### config.mk
export PLATFORM = sky130hd
export DESIGN_NAME = pwm_sample_stream_flat
export DESIGN_NICKNAME = d
export VERILOG_FILES = /design/src/rtl/pwm_sample_stream_if.sv /design/src/rtl/pwm_sample_stream.sv /design/src/flat_wrapper.sv
export SDC_FILE = /design/constraint.sdc
export NUM_CORES = 1
export LEC_CHECK = 0
export ABC_AREA = 1
export CORE_ASPECT_RATIO = 1.4
export CORE_MARGIN = 4
export CORE_UTILIZATION = 51
export CTS_CLUSTER_DIAMETER = 50
export DETAILED_ROUTE_END_ITERATION = 12
export GPL_ROUTABILITY_DRIVEN = 0
export PLACE_DENSITY_LB_ADDON = 0.15
export SLEW_MARGIN = 20
export SYNTH_ARGS = -nofsm -noshare
export SYNTH_HDL_FRONTEND = slang
export SYNTH_SLANG_ARGS = --single-unit
### constraint.sdc
create_clock -name clk -period 2 [get_ports clk]
set_clock_uncertainty 0.05 [all_clocks]
set_input_delay 0.4 -clock clk [delete_from_list [all_inputs] [get_ports clk]]
set_output_delay 0.4 -clock clk [all_outputs]
set_load 0.02 [all_outputs]
### src/rtl/pwm_sample_stream_if.sv
// Sample-in / PWM-out bundle for pwm_sample_stream.
// master: the sample source and status observer; slave: the PWM block.
interface pwm_sample_stream_if #(
  parameter int DATA_W     = 16,
  parameter int OUT_W      = 12,
  parameter int FIFO_DEPTH = 4
);
  localparam int LVL_W = $clog2(FIFO_DEPTH) + 1;

  logic [DATA_W-1:0] sound;
  logic              sound_rdy;
  logic              ovf_clr;
  logic              pwm_out;
  logic [OUT_W-1:0]  in_level;
  logic              period_strobe;
  logic [LVL_W-1:0]  fifo_level;
  logic              overflow;
  logic              underrun;

  modport master (
    output sound, sound_rdy, ovf_clr,
    input  pwm_out, in_level, period_strobe, fifo_level, overflow, underrun
  );

  modport slave (
    input  sound, sound_rdy, ovf_clr,
    output pwm_out, in_level, period_strobe, fifo_level, overflow, underrun
  );
endinterface

### src/rtl/pwm_sample_stream.sv
// pwm_sample_stream: buffers signed PCM samples in a small FIFO and plays one
// sample per PWM period (period = 2^OUT_W clocks) as a registered duty cycle.
// Optional feature macro: PWM_SAMPLE_CLAMP_EN clamps each level to
// [MIN_LEVEL, MAX_LEVEL] before it enters the FIFO.
module pwm_sample_stream #(
  parameter int DATA_W     = 16,
  parameter int OUT_W      = 12,
  parameter int FIFO_DEPTH = 4,
  parameter int MIN_LEVEL  = 128,
  parameter int MAX_LEVEL  = 3967
) (
  input logic               clk,
  input logic               rst,
  pwm_sample_stream_if.slave bus
);
  localparam int PTR_W = $clog2(FIFO_DEPTH);
  localparam int LVL_W = PTR_W + 1;
  localparam logic [LVL_W-1:0] DEPTH_L = LVL_W'(FIFO_DEPTH);

  if (MIN_LEVEL > MAX_LEVEL) begin : g_bad_clamp
    $error("MIN_LEVEL must not exceed MAX_LEVEL");
  end
  if ((FIFO_DEPTH < 2) || ((FIFO_DEPTH & (FIFO_DEPTH - 1)) != 0)) begin : g_bad_depth
    $error("FIFO_DEPTH must be a power of two and at least 2");
  end

  logic [DATA_W-1:0] stg_data;
  logic              stg_rdy;
  logic [DATA_W-1:0] offs;
  logic              unused_offs;
  logic [OUT_W-1:0]  conv_lvl;
  logic [OUT_W-1:0]  wr_lvl;

  logic [OUT_W-1:0]  mem [FIFO_DEPTH];
  logic [PTR_W-1:0]  wr_ptr;
  logic [PTR_W-1:0]  rd_ptr;
  logic [LVL_W-1:0]  count;

  logic [OUT_W-1:0]  cnt;
  logic [OUT_W-1:0]  level_q;
  logic              pwm_q;
  logic              ovf_q;
  logic              udr_q;

  logic strobe, full, empty, wr_en, rd_en, ovf_set, udr_set;

  // Input stage: register the sample and its strobe.
  always_ff @(posedge clk or posedge rst) begin
    if (rst) begin
      stg_data <= '0;
      stg_rdy  <= 1'b0;
    end else begin
      stg_data <= bus.sound;
      stg_rdy  <= bus.sound_rdy;
    end
  end

  // Two's complement to offset binary, keep the top OUT_W bits (truncation).
  always_comb begin
    offs     = {~stg_data[DATA_W-1], stg_data[DATA_W-2:0]};
    conv_lvl = offs[DATA_W-1 -: OUT_W];
  end
  assign unused_offs = ^offs;

`ifdef PWM_SAMPLE_CLAMP_EN
  localparam logic [OUT_W-1:0] MIN_L = OUT_W'(MIN_LEVEL);
  localparam logic [OUT_W-1:0] MAX_L = OUT_W'(MAX_LEVEL);

  // Clamp the converted level into the allowed duty range.
  always_comb begin
    wr_lvl = conv_lvl;
    if (conv_lvl < MIN_L) begin
      wr_lvl = MIN_L;
    end else if (conv_lvl > MAX_L) begin
      wr_lvl = MAX_L;
    end
  end
`else
  // Level goes into the FIFO unclamped.
  always_comb begin
    wr_lvl = conv_lvl;
  end
`endif

  // Full/empty are taken from the count before this cycle's push/pop, so a
  // pop never makes room for a same-cycle write and a write never feeds a
  // same-cycle pop.
  always_comb begin
    strobe  = (cnt == '1);
    full    = (count == DEPTH_L);
    empty   = (count == '0);
    wr_en   = stg_rdy & ~full;
    ovf_set = stg_rdy & full;
    rd_en   = strobe & ~empty;
    udr_set = strobe & empty;
  end

  // FIFO storage; contents need no reset since count gates every read.
  always_ff @(posedge clk) begin
    if (wr_en) begin
      mem[wr_ptr] <= wr_lvl;
    end
  end

  // FIFO pointers and occupancy; pointers wrap naturally at FIFO_DEPTH.
  always_ff @(posedge clk or posedge rst) begin
    if (rst) begin
      wr_ptr <= '0;
      rd_ptr <= '0;
      count  <= '0;
    end else begin
      if (wr_en) wr_ptr <= wr_ptr + PTR_W'(1);
      if (rd_en) rd_ptr <= rd_ptr + PTR_W'(1);
      if (wr_en && !rd_en) begin
        count <= count + LVL_W'(1);
      end else if (rd_en && !wr_en) begin
        count <= count - LVL_W'(1);
      end
    end
  end

  // Free-running period counter.
  always_ff @(posedge clk or posedge rst) begin
    if (rst) begin
      cnt <= '0;
    end else begin
      cnt <= cnt + OUT_W'(1);
    end
  end

  // Duty level load at period end, and the registered PWM comparator.
  always_ff @(posedge clk or posedge rst) begin
    if (rst) begin
      level_q <= '0;
      pwm_q   <= 1'b0;
    end else begin
      if (rd_en) level_q <= mem[rd_ptr];
      pwm_q <= (cnt < level_q);
    end
  end

  // Sticky status flags; a new event wins over a same-cycle clear.
  always_ff @(posedge clk or posedge rst) begin
    if (rst) begin
      ovf_q <= 1'b0;
      udr_q <= 1'b0;
    end else begin
      if (ovf_set)          ovf_q <= 1'b1;
      else if (bus.ovf_clr) ovf_q <= 1'b0;
      if (udr_set)          udr_q <= 1'b1;
      else if (bus.ovf_clr) udr_q <= 1'b0;
    end
  end

  assign bus.pwm_out       = pwm_q;
  assign bus.in_level      = level_q;
  assign bus.period_strobe = strobe;
  assign bus.fifo_level    = count;
  assign bus.overflow      = ovf_q;
  assign bus.underrun      = udr_q;
endmodule
### src/flat_wrapper.sv
// flat-port wrapper written by rule: the top's interface ports become plain ports
module pwm_sample_stream_flat 
#(
  parameter int DATA_W     = 16,
  parameter int OUT_W      = 12,
  parameter int FIFO_DEPTH = 4,
  parameter int MIN_LEVEL  = 128,
  parameter int MAX_LEVEL  = 3967
)
  (clk, rst, bus_sound, bus_sound_rdy, bus_ovf_clr, bus_pwm_out, bus_in_level, bus_period_strobe, bus_fifo_level, bus_overflow, bus_underrun);
  pwm_sample_stream_if #(.DATA_W(DATA_W), .OUT_W(OUT_W), .FIFO_DEPTH(FIFO_DEPTH)) bus_i ();
  input logic clk;
  input logic rst;
  input wire logic [$bits(bus_i.sound)-1:0] bus_sound;
  input wire logic [$bits(bus_i.sound_rdy)-1:0] bus_sound_rdy;
  input wire logic [$bits(bus_i.ovf_clr)-1:0] bus_ovf_clr;
  output wire logic [$bits(bus_i.pwm_out)-1:0] bus_pwm_out;
  output wire logic [$bits(bus_i.in_level)-1:0] bus_in_level;
  output wire logic [$bits(bus_i.period_strobe)-1:0] bus_period_strobe;
  output wire logic [$bits(bus_i.fifo_level)-1:0] bus_fifo_level;
  output wire logic [$bits(bus_i.overflow)-1:0] bus_overflow;
  output wire logic [$bits(bus_i.underrun)-1:0] bus_underrun;
  assign bus_i.sound = bus_sound;
  assign bus_i.sound_rdy = bus_sound_rdy;
  assign bus_i.ovf_clr = bus_ovf_clr;
  assign bus_pwm_out = bus_i.pwm_out;
  assign bus_in_level = bus_i.in_level;
  assign bus_period_strobe = bus_i.period_strobe;
  assign bus_fifo_level = bus_i.fifo_level;
  assign bus_overflow = bus_i.overflow;
  assign bus_underrun = bus_i.underrun;
  pwm_sample_stream #(.DATA_W(DATA_W), .OUT_W(OUT_W), .FIFO_DEPTH(FIFO_DEPTH), .MIN_LEVEL(MIN_LEVEL), .MAX_LEVEL(MAX_LEVEL)) u_core (.clk(clk), .rst(rst), .bus(bus_i));
endmodule
==> run summary, run 1 <==
Placed Area: 0.00472 mm2
Hold buffers post-CTS: 0
Share of cells above drive strength 1: 0.130
Number of antenna diodes: 0
FILL cells: 669
Top cells by area, synth: edfxtp_1, dfrtp_1, nand2_1, ha_1, inv_1
Antenna-violating nets left: 0
Post-synthesis compound-gate area fraction: 0.0339
Antenna violations before repair: 0
Nets: 486
#FFs+latches synth: 95
DRT Pass-1 Iters: 4
Post-Synthesis Cells: 384
Global-route wire length before repair: 12300 um
Final HPWL DP: 5150 um
Fin. Hold Viols: 0
Status: finished with violations
Final setup fails: 3
Vias per inst: 4.83
Design Area, Final: 0.00494 mm2
IO Pins: 39
Clock buffer depth: 2
Clock Latency Late Sink: 0.35 ns
Clk slew on worst S/H paths: 0.08 ns
Number of global-route vias before repair: 2631
CTS Buf Count: 9
CP Data Arrival Time: 2.23 ns
VDD IR max: 0.000689 V
Number of synthesized flops with an enable pin: 48
Max FO, Critical Path: 4
WP data required: 2.19 ns
CORE AREA: 0.00780 mm2
Relative slew slack: 0.700
Crit path kind: reg2reg
Post-synth top area share: 0.352
Gr usage total: 0.169
Min-delay worst type: in2async
Post-route DRC: 0
Library cells used by synthesis: 26
Synth warn: 0
DR vias: 2670
Drt wl/cell: 13.4 um
Placed Cells: 533
Fmax: 0.491 GHz
Final wirelength: 7420 um
H-tree levels: 3
Commonest cells post-synth: nand2_1, inv_1, edfxtp_1, dfrtp_1, nand3_1
Full die area: 0.00955 mm2
Largest net degree at the start of global routing: 38
RSZ-0062 raised after global routing: yes
Post-Syn Nets: 422
Mapped Area: 0.00410 mm2
Crit end category: register
Initial drt markers: 150
Final min period: 2.04 ns
Multiplexer share of the synthesized area: 0
Failing checks: setup timing
Setup ws final: -0.0371 ns
Most common cell in the netlist: nand2_1
Sequential share of the synthesized area: 0.639
Die width: 83.8 um
Post-Synth XOR/XNOR Area: 0.0299
Largest family of logic cells by synthesized area: simple AND/OR/NAND/NOR gates
Initial Util: 0.526
Top_reg_cell synth: edfxtp_1
Post-synth ARST share: 0.495
Cell taking the most area after synthesis: edfxtp_1
R2R depth: 11
Leak Pwr: 2.26 nW
Die H: 114 um
Simple-Gate Fraction of Synth Area: 0.179
CTS tree: built
Post-Synth Adder-Cell Area: 0.0568
Slew @ Worst Pin: 0.450 ns
Site Rows: 38
Pwr Density: 898 mW/mm2
Period utilization: 1.02
Root Driver: clkbuf_8
Max-Cap Viols: 0
Setup TNS: -0.0612 ns
TritonCTS Sinks: 95
Avg Cell Area, Syn: 10.7 um2
Port Buffers: 34
Fin. max-slew vios: 0
CP Launch Type: register
GRT overflow: 0
Area Growth Syn to Fin: 20.7%
Final non-filler cell total: 553
power by group:
part | internal (mW) | leakage (nW) | switching, mW | total (mW)
clock network | 0.607 | 0.100 | 0.609 | 1.22
logic | 0.320 | 1.12 | 0.468 | 0.788
registers | 2.34 | 1.04 | 0.0947 | 2.43
total | 3.27 | 2.26 | 1.17 | 4.44
area by class of cell:
type	count	area (um2)	area share
timing repair buffer	63	566	0.114
multi-input combinational	227	1250	0.253
sequential	95	2620	0.529
inverter	52	198	0.0400
clock buffer	12	145	0.0294
clock inverter	4	45.0	0.00911
tap	100	125	0.0253
layer usage:
layer / part of all wire / global-route usage
met1: 0.42 / 0.193
met2: 0.53 / 0.299
met3: 0.035 / 0.0490
met4: 0.017 / 0.0633
met5: 0 / 0
what timing repair did:
action / 4_1_cts / 5_1_grt
pin swaps: 0 / 9
cloned: 0 / 0
gates resized for setup: 4 / 3
buffers inserted: 0 / 4
endpoints found under the setup margin: 2 / 3
stage by stage:
step	hold WS, ns	total power [mW]	setup slack (ns)	utilization
2_1_floorplan	0.381	2.91	-0.108	-
6_report	0.246	4.44	-0.0371	0.634
3_3_place_gp	0.411	3.21	-0.00923	0.606
5_1_grt	0.258	4.68	-0.0997	0.634
3_5_place_dp	0.435	3.24	-0.0352	0.606
4_1_cts	0.235	4.45	0.00121	0.629
logic make-up after synthesis:
kind of cell / Yosys count
buffers and inverters: 62
adder cells (fa/ha/maj): 18
flip-flops: 95
XOR/XNOR: 14
AO/OA/AOI/OAI: 21
AND/OR/NAND/NOR: 174
cell usage in the layout, fill, tap and decap left out, types with 2 or more instances in the layout:
cell type	netlist	routed
xnor2_1	4	4
nor3_1	2	2
o211ai_1	12	12
nor2_1	14	12
inv_1	51	49
a21oi_1	5	5
nor2_2	1	3
dfrtp_1	47	47
nand2_1	132	132
buf_4	0	28
ha_1	17	15
nand2_4	2	2
clkbuf_8	0	10
clkinv_2	0	3
inv_2	1	2
o21ai_0	2	2
nand3_1	19	19
clkbuf_1	3	2
clkdlybuf4s50_1	0	33
edfxtp_1	48	48
xor2_1	10	10
worst max-delay path, stage by stage, from the launching register on:
cell     delay [ns]
dfrtp_1        0.37
ha_2           0.20
nand2_2        0.07
nor2_4         0.14
nand2_4        0.08
nor2_8         0.17
nand2_4        0.07
ha_4           0.16
inv_4          0.05
fa_2           0.41
nor2_2         0.11
a21oi_1        0.04
worst paths after layout:
check	slack, ns	startpoint	end
max	-0.04	u_core.cnt[1]	u_core.bus.fifo_level[1]
min	0.25	rst	u_core.bus.fifo_level[1]
max reg2reg	-0.04	u_core.cnt[1]	u_core.bus.fifo_level[1]
min reg2reg	0.44	u_core.stg_data[13]	u_core.mem[0][9]
max in group asynchronous	1.20	rst	u_core.stg_data[15]
min in group clk	0.43	bus_sound[10]	u_core.stg_data[10]
registers in the layout (all words and copies together) (netlist names):
signal / count
u_core.stg_data: 12
u_core.rd_ptr: 2
u_core.bus.pwm_out: 1
u_core.bus.overflow: 1
u_core.mem: 48
u_core.cnt: 12
u_core.wr_ptr: 2
u_core.bus.underrun: 1
u_core.stg_rdy: 1
u_core.bus.in_level: 12
u_core.bus.fifo_level: 3
(Power assumes the default switching activity.)
==> run 2, diff against run 1 <==
- CAP_MARGIN: default -> 0
==> results of run 2 <==
No change in the layout: final DEF, timing and power equal those of run 1.
